<file path="src/rtl/as6s_fwft_prefetch_sfifo_if.sv">
// Handshake bundle for the single-clock FWFT prefetch FIFO.
// The producer/consumer side uses master, the FIFO uses slave.
interface as6s_fwft_prefetch_sfifo_if #(
    parameter int DATA_WIDTH = 128,
    parameter int ADDR_WIDTH = 4
);
    logic [DATA_WIDTH-1:0] wr_data;
    logic                  wr_en;
    logic                  rd_en;
    logic [ADDR_WIDTH:0]   prog_full_assert_cfg;
    logic [ADDR_WIDTH:0]   prog_full_negate_cfg;
    logic [ADDR_WIDTH:0]   prog_empty_assert_cfg;
    logic [ADDR_WIDTH:0]   prog_empty_negate_cfg;
    logic [DATA_WIDTH-1:0] rd_data;
    logic                  rd_data_val;
    logic                  empty;
    logic                  full;
    logic                  prog_full;
    logic                  prog_empty;
    logic [ADDR_WIDTH:0]   data_count;
    logic                  ovf_int;
    logic                  udf_int;

    modport master (
        output wr_data, wr_en, rd_en,
               prog_full_assert_cfg, prog_full_negate_cfg,
               prog_empty_assert_cfg, prog_empty_negate_cfg,
        input  rd_data, rd_data_val, empty, full, prog_full, prog_empty,
               data_count, ovf_int, udf_int
    );

    modport slave (
        input  wr_data, wr_en, rd_en,
               prog_full_assert_cfg, prog_full_negate_cfg,
               prog_empty_assert_cfg, prog_empty_negate_cfg,
        output rd_data, rd_data_val, empty, full, prog_full, prog_empty,
               data_count, ovf_int, udf_int
    );
endinterface

</file>
<file path="src/rtl/as6s_fwft_prefetch_sfifo.sv">
// Single-clock FWFT FIFO: flop storage read through a modelled RAM pipeline,
// with a ring of prefetch slots that hides the read latency at one word per cycle.
module as6s_fwft_prefetch_sfifo #(
    parameter int DATA_WIDTH     = 128,
    parameter int ADDR_WIDTH     = 4,
    parameter int FIFO_DEEP      = 1 << ADDR_WIDTH,
    parameter int RAM_PIPE_STAGE = 2
) (
    input  logic clk,
    input  logic rst,
    input  logic clear,
    as6s_fwft_prefetch_sfifo_if.slave bus
);
    localparam int PRE_REG_NUM = RAM_PIPE_STAGE + 2;
    localparam int SW          = $clog2(PRE_REG_NUM);
    localparam int CW          = ADDR_WIDTH + 1;
    localparam logic [CW-1:0] DEEP_C = CW'(FIFO_DEEP);
    localparam logic [CW-1:0] PRE_C  = CW'(PRE_REG_NUM);

    logic                  srst;
    logic [CW-1:0]         wptr, rptr, ram_count;
    logic [DATA_WIDTH-1:0] mem [FIFO_DEEP];

    logic [SW-1:0]             in_ptr, out_ptr;
    logic [PRE_REG_NUM-1:0]    slot_valid;
    logic [DATA_WIDTH-1:0]     slot_data [PRE_REG_NUM];
    logic [RAM_PIPE_STAGE-1:0] pipe_val;
    logic [DATA_WIDTH-1:0]     pipe_data [RAM_PIPE_STAGE];
    logic [SW-1:0]             pipe_tag  [RAM_PIPE_STAGE];
    logic [CW-1:0]             inflight_cnt, slot_cnt;

    logic          full, wen, fetch, land, head_val, ren;
    logic [SW-1:0] land_tag;
    logic [CW-1:0] data_count;
    logic          prog_full, prog_empty, ovf_int, udf_int;

    function automatic logic [SW-1:0] slot_next(input logic [SW-1:0] p);
        return (p == SW'(PRE_REG_NUM - 1)) ? '0 : p + SW'(1);
    endfunction

    assign srst      = rst | clear;
    assign ram_count = wptr - rptr;
    assign full      = (ram_count == DEEP_C);
    assign wen       = bus.wr_en & ~full;
    // Slots freed by this cycle's read are not counted free until next cycle.
    assign fetch     = (ram_count != '0) && ((slot_cnt + inflight_cnt) < PRE_C);
    assign land      = pipe_val[RAM_PIPE_STAGE-1];
    assign land_tag  = pipe_tag[RAM_PIPE_STAGE-1];
    assign head_val  = slot_valid[out_ptr];
    assign ren       = bus.rd_en & head_val;
    assign data_count = ram_count + inflight_cnt + slot_cnt;

    // NOTE: data arrays have no reset; every word is qualified by a valid bit or pointer.
    always_ff @(posedge clk) begin
        if (wen && !srst) mem[wptr[ADDR_WIDTH-1:0]] <= bus.wr_data;
        pipe_data[0] <= mem[rptr[ADDR_WIDTH-1:0]];
        pipe_tag[0]  <= in_ptr;
        for (int i = 1; i < RAM_PIPE_STAGE; i++) begin
            pipe_data[i] <= pipe_data[i-1];
            pipe_tag[i]  <= pipe_tag[i-1];
        end
        if (land) slot_data[land_tag] <= pipe_data[RAM_PIPE_STAGE-1];
    end

    // NOTE: sequential state uses non-blocking assignments so every flop samples pre-edge values.
    always_ff @(posedge clk) begin
        if (srst) begin
            wptr         <= '0;
            rptr         <= '0;
            in_ptr       <= '0;
            out_ptr      <= '0;
            slot_valid   <= '0;
            pipe_val     <= '0;
            inflight_cnt <= '0;
            slot_cnt     <= '0;
        end else begin
            if (wen) wptr <= wptr + CW'(1);
            if (fetch) begin
                rptr   <= rptr + CW'(1);
                in_ptr <= slot_next(in_ptr);
            end
            pipe_val[0] <= fetch;
            for (int i = 1; i < RAM_PIPE_STAGE; i++) pipe_val[i] <= pipe_val[i-1];
            // A landing slot was reserved empty, so it never collides with the head being read.
            if (land) slot_valid[land_tag] <= 1'b1;
            if (ren) begin
                slot_valid[out_ptr] <= 1'b0;
                out_ptr             <= slot_next(out_ptr);
            end
            inflight_cnt <= inflight_cnt + CW'(fetch) - CW'(land);
            slot_cnt     <= slot_cnt + CW'(land) - CW'(ren);
        end
    end

    always_ff @(posedge clk) begin
        if (srst) begin
            prog_full  <= 1'b0;
            prog_empty <= 1'b1;
            ovf_int    <= 1'b0;
            udf_int    <= 1'b0;
        end else begin
            if (data_count >= bus.prog_full_assert_cfg)       prog_full <= 1'b1;
            else if (data_count <= bus.prog_full_negate_cfg)  prog_full <= 1'b0;
            if (data_count <= bus.prog_empty_assert_cfg)      prog_empty <= 1'b1;
            else if (data_count >= bus.prog_empty_negate_cfg) prog_empty <= 1'b0;
            ovf_int <= bus.wr_en & full;
            udf_int <= bus.rd_en & ~head_val;
        end
    end

    assign bus.rd_data     = head_val ? slot_data[out_ptr] : '0;
    assign bus.rd_data_val = head_val;
    assign bus.empty       = ~head_val;
    assign bus.full        = full;
    assign bus.prog_full   = prog_full;
    assign bus.prog_empty  = prog_empty;
    assign bus.data_count  = data_count;
    assign bus.ovf_int     = ovf_int;
    assign bus.udf_int     = udf_int;
endmodule

</file>
<file path="src/flat_wrapper.sv">
// flat-port wrapper written by rule: the top's interface ports become plain ports
module as6s_fwft_prefetch_sfifo_flat 
#(
    parameter int DATA_WIDTH     = 128,
    parameter int ADDR_WIDTH     = 4,
    parameter int FIFO_DEEP      = 1 << ADDR_WIDTH,
    parameter int RAM_PIPE_STAGE = 2
)
  (clk, rst, clear, bus_wr_data, bus_wr_en, bus_rd_en, bus_prog_full_assert_cfg, bus_prog_full_negate_cfg, bus_prog_empty_assert_cfg, bus_prog_empty_negate_cfg, bus_rd_data, bus_rd_data_val, bus_empty, bus_full, bus_prog_full, bus_prog_empty, bus_data_count, bus_ovf_int, bus_udf_int);
  as6s_fwft_prefetch_sfifo_if #(.DATA_WIDTH(DATA_WIDTH), .ADDR_WIDTH(ADDR_WIDTH)) bus_i ();
  input  logic clk;
  input  logic rst;
  input  logic clear;
  input wire logic [$bits(bus_i.wr_data)-1:0] bus_wr_data;
  input wire logic [$bits(bus_i.wr_en)-1:0] bus_wr_en;
  input wire logic [$bits(bus_i.rd_en)-1:0] bus_rd_en;
  input wire logic [$bits(bus_i.prog_full_assert_cfg)-1:0] bus_prog_full_assert_cfg;
  input wire logic [$bits(bus_i.prog_full_negate_cfg)-1:0] bus_prog_full_negate_cfg;
  input wire logic [$bits(bus_i.prog_empty_assert_cfg)-1:0] bus_prog_empty_assert_cfg;
  input wire logic [$bits(bus_i.prog_empty_negate_cfg)-1:0] bus_prog_empty_negate_cfg;
  output wire logic [$bits(bus_i.rd_data)-1:0] bus_rd_data;
  output wire logic [$bits(bus_i.rd_data_val)-1:0] bus_rd_data_val;
  output wire logic [$bits(bus_i.empty)-1:0] bus_empty;
  output wire logic [$bits(bus_i.full)-1:0] bus_full;
  output wire logic [$bits(bus_i.prog_full)-1:0] bus_prog_full;
  output wire logic [$bits(bus_i.prog_empty)-1:0] bus_prog_empty;
  output wire logic [$bits(bus_i.data_count)-1:0] bus_data_count;
  output wire logic [$bits(bus_i.ovf_int)-1:0] bus_ovf_int;
  output wire logic [$bits(bus_i.udf_int)-1:0] bus_udf_int;
  assign bus_i.wr_data = bus_wr_data;
  assign bus_i.wr_en = bus_wr_en;
  assign bus_i.rd_en = bus_rd_en;
  assign bus_i.prog_full_assert_cfg = bus_prog_full_assert_cfg;
  assign bus_i.prog_full_negate_cfg = bus_prog_full_negate_cfg;
  assign bus_i.prog_empty_assert_cfg = bus_prog_empty_assert_cfg;
  assign bus_i.prog_empty_negate_cfg = bus_prog_empty_negate_cfg;
  assign bus_rd_data = bus_i.rd_data;
  assign bus_rd_data_val = bus_i.rd_data_val;
  assign bus_empty = bus_i.empty;
  assign bus_full = bus_i.full;
  assign bus_prog_full = bus_i.prog_full;
  assign bus_prog_empty = bus_i.prog_empty;
  assign bus_data_count = bus_i.data_count;
  assign bus_ovf_int = bus_i.ovf_int;
  assign bus_udf_int = bus_i.udf_int;
  as6s_fwft_prefetch_sfifo #(.DATA_WIDTH(DATA_WIDTH), .ADDR_WIDTH(ADDR_WIDTH), .FIFO_DEEP(FIFO_DEEP), .RAM_PIPE_STAGE(RAM_PIPE_STAGE)) u_core (.clk(clk), .rst(rst), .clear(clear), .bus(bus_i));
endmodule
</file>
<file path="config.mk">
export PLATFORM = sky130hd
export DESIGN_NAME = as6s_fwft_prefetch_sfifo_flat
export DESIGN_NICKNAME = d
export VERILOG_FILES = /design/src/rtl/as6s_fwft_prefetch_sfifo_if.sv /design/src/rtl/as6s_fwft_prefetch_sfifo.sv /design/src/flat_wrapper.sv
export SDC_FILE = /design/constraint.sdc
export NUM_CORES = 2
export LEC_CHECK = 0
export CORE_ASPECT_RATIO = 2
export CORE_MARGIN = 2
export CORE_UTILIZATION = 65
export CTS_BUF_LIST = sky130_fd_sc_hd__clkbuf_8
export DETAILED_ROUTE_END_ITERATION = 10
export PLACE_DENSITY_LB_ADDON = 0.05
export REMOVE_ABC_BUFFERS = 1
export SETUP_SLACK_MARGIN = 0.4
export SLEW_MARGIN = 40
export SYNTH_ARGS = -nofsm -noshare
export SYNTH_HDL_FRONTEND = slang
export SYNTH_SLANG_ARGS = --single-unit
</file>
<file path="constraint.sdc">
create_clock -name clk -period 23.8 [get_ports clk]
set_input_delay 2.38 -clock clk [delete_from_list [all_inputs] [get_ports clk]]
set_output_delay 2.38 -clock clk [all_outputs]
set_load 0.01 [all_outputs]
</file>
# After elaboration in Yosys (flattened, before gate mapping)
# Memory sizes are Yosys's and may differ from the RTL's. A register that Yosys moved wholly into a read port is not among the register bits.
# Index checks and enable logic that the tools add are counted.
[word_totals]
reg_bits = 34
ram_bits = 2820
mem_count = 4
[op_classes]
add_sub_neg = 12
magnitude_cmp = 9
eq_ne = 3
mux = 22
n_bitwise = 10
reduce_logical = 8
[memory_table]
columns = ["name", "words", "width", "read_ports", "rd_clocked_by_memory_dff", "write_ports", "line_no", "text"]
rows = [
  ["u_core.mem", 16, 128, 1, 1, 1, "as6s_fwft_prefetch_sfifo.sv:22", "logic [DATA_WIDTH-1:0] mem [FIFO_DEEP];"],
  ["u_core.slot_data", 4, 128, 1, 1, 1, "as6s_fwft_prefetch_sfifo.sv:26", "logic [DATA_WIDTH-1:0] slot_data [PRE_REG_NUM];"],
  ["u_core.pipe_data", 2, 128, 2, 0, 2, "as6s_fwft_prefetch_sfifo.sv:28", "logic [DATA_WIDTH-1:0] pipe_data [RAM_PIPE_STAGE];"],
  ["u_core.pipe_tag", 2, 2, 2, 0, 2, "as6s_fwft_prefetch_sfifo.sv:29", "logic [SW-1:0] pipe_tag [RAM_PIPE_STAGE];"],
]
[ops]
columns = ["cell", "n"]
rows = [
  ["$mux 128", 1],
  ["$mux 4", 5],
  ["$add 5x5->5", 3],
  ["$add 5x1->5", 2],
  ["$add 5x1->5 const B", 2],
  ["$ge 5x5->1", 2],
  ["$le 5x5->1", 2],
  ["$sub 5x1->5", 2],
  ["$mux 1", 9],
  ["$mux 2", 4],
  ["$lt 2x3->1 const B", 2],
  ["$eq 5x5->1 const B", 1],
  ["$lt 5x3->1 const B", 1],
  ["$reduce_bool 5->1", 1],
  ["$sub 5x5->5", 1],
  ["$add 2x1->2 const B", 2],
  ["$and 1x1->1", 4],
  ["$and 4x4->4", 1],
  ["$demux 1 s2", 2],
  ["$eq 2x2->1 const B", 2],
  ["$ge 2x1->1 const B", 2],
  ["$logic_and 1x1->1", 4],
  ["$not 4->4", 1],
  ["$or 4x4->4", 1],
  ["other kinds (6)", 7],
]

# Logic depth before layout (Yosys ltp)
[logic_depth]
depth_word = 9
ltp_mapped = 17

# Worst setup path before layout
# Ideal clock, no wire load.
[synth_path]
path_kind = "register -> register"
start = "register u_core.pipe_val[1]"
end = "register u_core.slot_valid[2]"
setup_time_ns = 0.103
arrival_ns = 10.449
slack_ns = 13.248
path_stages_with_launch = 5
synth_period_minus_slack_ns = 10.552
cell_sequence = "dfxtp_1 -> inv_1 -> nor3b_1 -> o21ai_0 -> a21oi_1"
[synth_between]
elab_chain_cells = 4
[synth_rtl]
columns = ["item", "line_no", "text"]
rows = [
  ["from (decl)", "as6s_fwft_prefetch_sfifo.sv:27", "logic [RAM_PIPE_STAGE-1:0] pipe_val;"],
  ["from (signal assigned)", "as6s_fwft_prefetch_sfifo.sv:73", "pipe_val <= '0;"],
  ["$mux 4 *", "as6s_fwft_prefetch_sfifo.sv:85", "if (land) slot_valid[land_tag] <= 1'b1;"],
  ["$mux 4 *", "as6s_fwft_prefetch_sfifo.sv:67", "if (srst) begin"],
  ["$and 4x4->4 (no line)", "--", ""],
  ["$mux 4 *", "as6s_fwft_prefetch_sfifo.sv:86", "if (ren) begin"],
  ["to (signal assigned)", "as6s_fwft_prefetch_sfifo.sv:72", "slot_valid <= '0;"],
  ["to (signal, indexed assignment)", "as6s_fwft_prefetch_sfifo.sv:85", ""],
  ["to (signal, indexed assignment)", "as6s_fwft_prefetch_sfifo.sv:87", "slot_valid[out_ptr] <= 1'b0;"],
  ["to (decl)", "as6s_fwft_prefetch_sfifo.sv:25", "logic [PRE_REG_NUM-1:0] slot_valid;"],
]
# Mark *: on every way between the ends. The rest lies on a longest branch, timed or not. The select of a mux whose other input is x is not followed.
# A chain may end at the register's enable or synchronous reset.

# Worst setup path in the final report
[layout_path]
start = "register u_core.wptr[0]"
end = "output bus_data_count[4]"
[layout_between]
elab_chain_cells = 3
[layout_rtl]
columns = ["item", "line_no", "text"]
rows = [
  ["from (decl)", "as6s_fwft_prefetch_sfifo.sv:21", "logic [CW-1:0] wptr, rptr, ram_count;"],
  ["from (signal assigned)", "as6s_fwft_prefetch_sfifo.sv:77", "if (wen) wptr <= wptr + CW'(1);"],
  ["$sub 5x5->5", "as6s_fwft_prefetch_sfifo.sv:42", "assign ram_count = wptr - rptr;"],
  ["$add 5x5->5 (2 in a row)", "as6s_fwft_prefetch_sfifo.sv:51", "assign data_count = ram_count + inflight_cnt + slot_cnt;"],
  ["to (decl)", "flat_wrapper.sv:27", "output wire logic [$bits(bus_i.data_count)-1:0] bus_data_count;"],
]
# No other way between the ends.

==> impl_metrics.py <==
metrics = {
    "timing": {
        "fin_crit_ns": 7.09,
        "period_share_pct": 29.8,
        "max_clock_freq_mhz": 141,
        "drv_slew": 0,
        "worst_slack_ns": 16.71,
        "finalHoldViolations": 0,
        "setup_viol": 0,
        "slew_headroom_pct": 40.6,
        "tns_ns": 0,
        "fin_worst_skew_ns": 0.0456,
        "rsz0062_at_grt": "false",
        "tightest_slew_ns": 0.891,
    },
    "clocking": {
        "clock-sinks": 2860,
        "cts_tree": "built",
        "clk_pin_slew_ns": 0.07,
        "cts_repair_resize_count": 0,
        "ctsHoldBuffers": 0,
        "clock-root-buffer": "clkbuf_8",
        "htree_levels": 5,
        "numCtsBuffers": 369,
        "cts_setup_buffers": 0,
        "clk_latency_ns": 0.92,
        "cts_buffer_depth": 4,
    },
    "die": {
        "ioPinCount": 293,
        "die_w_um": 287,
        "fp-row-count": 208,
        "die_h_um": 571,
        "core_mm2": 0.160,
        "start_util_pct": 65.3,
        "dieArea_mm2": 0.164,
    },
    "job": {
        "drv_cap": 0,
    },
    "critical_path": {
        "r2r-start": "u_core.wptr[0]",
        "timing.rr.end": "u_core.mem[14][20]",
        "cp.arrival_ns": 4.71,
        "worst_setup_path_end_kind": "output pin",
        "endpoint": "bus_data_count[4]",
        "r2r_slack_ns": 18.76,
        "cp-startpoint": "u_core.wptr[0]",
        "path_class": "reg -> out",
        "crit_fanout": 5,
        "critical_path_required_ns": 21.42,
        "startpoint_type": "flop",
        "critPathMaxStageDelay_ns": 0.66,
        "reg2regPathDepth": 12,
        "cp_slowest_cell": "clkdlybuf4s50_1",
        "worstPathCellList": "inv_1, ha_1, fa_1, xnor2_2, fa_1, ha_1, a21o_1, a21oi_1, xnor2_1, xnor2_1, clkdlybuf4s50_1",
    },
    "cells_and_area": {
        "finalNetCount": 5188,
        "drive_above_1_share_pct": 25.5,
        "utilization_pct": 73.6,
        "synthToLayoutAreaGrowth_pct": 12.8,
        "stdcell_count": 7402,
    },
    "yosys": {
        "netlist.area_leader.share_pct": 73.6,
        "synth_largest_area_cell": "edfxtp_1",
        "synthMuxAreaShare_pct": 15.9,
        "synth.avg_cell_area_um2": 23.6,
        "synth-compound-area-share_pct": 1.04,
        "synth_cell_types": 47,
        "ys.flop_type": "edfxtp_1",
        "synth_adder_area_share_pct": 0.764,
        "synth_top_family_by_area": "multiplexers",
        "async_reset_ff_share_pct": 0,
        "synth_simple_gate_area_share_pct": 1.57,
        "yosys.area_share.xor_xnor_pct": 0.212,
        "ys_seq_area_share_pct": 79.4,
        "ys_ff_latch": 2860,
        "netlist_top_cells_area": "edfxtp_1 74%, mux4_2 15%, dfxtp_1 5.8%",
        "ys_warn_count": 0,
        "synth_commonest_cells": "2,560 x edfxtp_1, 709 x mux4_2, 300 x dfxtp_1",
        "synth_edf_count": 2560,
        "yosysMostFrequentCell": "edfxtp_1",
        "syn_inst": 4425,
        "synth_area_mm2": 0.104,
    },
    "drt": {
        "vias": 46800,
        "postRouteAntennaNets": 0,
        "routed_via_density": 6.32,
        "first_pass_iters": 6,
        "wl_per_cell_um": 30.4,
        "drt-initial-drc-count": 4165,
        "wirelength_mm": 225,
        "drc": 0,
    },
    "pwr": {
        "leakage_nw": 37.0,
        "p_total_mw": 10.3,
        "irDropWorstVdd_uv": 93.4,
        "power_density_mw_per_mm2": 87.0,
    },
    "global_routing": {
        "antenna_found_initial": 49,
        "grt-ovfl-total": 0,
        "grt_pass1_vias": 49500,
        "grt_use_total_pct": 28.1,
        "grt_pass1_wl_mm": 329,
        "grt_max_degree": 115,
    },
    "place": {
        "preCtsSetupSlack_ns": 17.15,
        "post-dp-hpwl_mm": 131,
        "gp_congestion": 0.780,
        "portBuffers": 292,
        "place_inst": 6699,
    },
    "worst_hold_path": {
        "min-delay-path-class": "reg -> reg",
    },
    "run_status": {
        "outcome": "finished, final reports clean",
    },
}
state kept, by name (all words and copies together), names as in the netlist, named ones only:
register and flops:
u_core.inflight_cnt 5, u_core.bus.ovf_int 1, u_core.pipe_tag 4, u_core.pipe_val 2
u_core.rptr 5, u_core.bus.prog_full 1, u_core.slot_cnt 5, u_core.mem 2048
u_core.slot_data 512, u_core.out_ptr 2, u_core.bus.udf_int 1, u_core.wptr 5
u_core.slot_valid 4, u_core.bus.prog_empty 1, u_core.in_ptr 2, u_core.pipe_data 256
where the power goes:
group,internal [mW],switching [mW],total [mW]
combinational,0.477,0.462,0.938
sequential,5.70,0.142,5.84
clock,1.76,1.70,3.47
cell type report:
class                           instances  area, µm²
Clock inverter                        234       1190
Fill cell                            9117      42200
Clock buffer                          439       6040
Antenna cell                           24       60.1
Timing Repair Buffer                  389       4380
Sequential cell                      2860      82900
Multi-Input combinational cell       1308      20500
Inverter                               48        183
Tap cell                             2100       2630
how the worst min path moves through the flow:
stage                            start                       end  slack, ns  depth (start not counted)
2_1_floorplan   u_core.pipe_data[0][0]  u_core.pipe_data[0][128]       0.31                          0
3_3_place_gp   u_core.pipe_data[0][61]  u_core.pipe_data[0][189]       0.31                          0
3_5_place_dp    u_core.pipe_data[0][3]  u_core.pipe_data[0][131]       0.31                          0
4_1_cts        u_core.pipe_data[0][53]  u_core.pipe_data[0][181]       0.30                          0
5_1_grt        u_core.pipe_data[0][88]  u_core.pipe_data[0][216]       0.31                          0
6_report       u_core.pipe_data[0][53]  u_core.pipe_data[0][181]       0.30                          0
metal layers:
layer | share of wire [%] | GRT usage, %
met4 | 2.4 | 8.13
met1 | 36 | 35.5
met5 | 0.10 | 0
met2 | 55 | 50.0
met3 | 6.4 | 4.86
cell families after synthesis:
group                    Yosys count
AO/OA/AOI/OAI                    176
XOR/XNOR                          22
adder cells (fa/ha/maj)           59
buffers and inverters            257
flip-flops                      2860
multiplexers                     774
AND/OR/NAND/NOR                  277
worst max-delay path, delay by kind of cell (launching register included):
kind	cells	cell delay, ns
flip-flops	1	0.39
adder cells (fa/ha/maj)	4	1.43
XOR/XNOR	3	0.87
AO/OA/AOI/OAI	2	0.33
buffers and inverters	2	0.78
cells in the final DEF (no fill, tap or decap), types with 5 or more instances in the layout:
master           instances
nand2_1                  8
xnor2_1                  9
and2_1                 132
a21oi_1                 84
edfxtp_1              2560
nor2_1                  26
diode_2                 24
nand3_1                  7
ha_1                    51
buf_6                   22
dfxtp_4                  6
a21o_1                   6
clkbuf_8               439
clkinvlp_4               6
a211oi_1                59
clkinv_1                49
dfxtp_1                294
clkinv_2                51
o21ai_0                 14
nor2b_1                 66
mux4_2                 709
buf_16                  16
and3_4                  17
xor2_1                  10
fa_1                     8
clkdlybuf4s50_1        292
mux2i_1                 63
buf_12                  26
buf_4                   33
or3_1                    5
inv_1                  165
bufinv_16                8
metrics by stage:
| step | instance area (µm²) | hold WS (ns) |
|---|---|---|
| 3_3_place_gp | 110000 | 0.310 |
| 5_1_grt | 118000 | 0.308 |
| 2_1_floorplan | 103000 | 0.310 |
| 3_5_place_dp | 110000 | 0.312 |
| 6_report | 118000 | 0.299 |
| 4_1_cts | 118000 | 0.300 |
(Power assumes the default switching activity.)
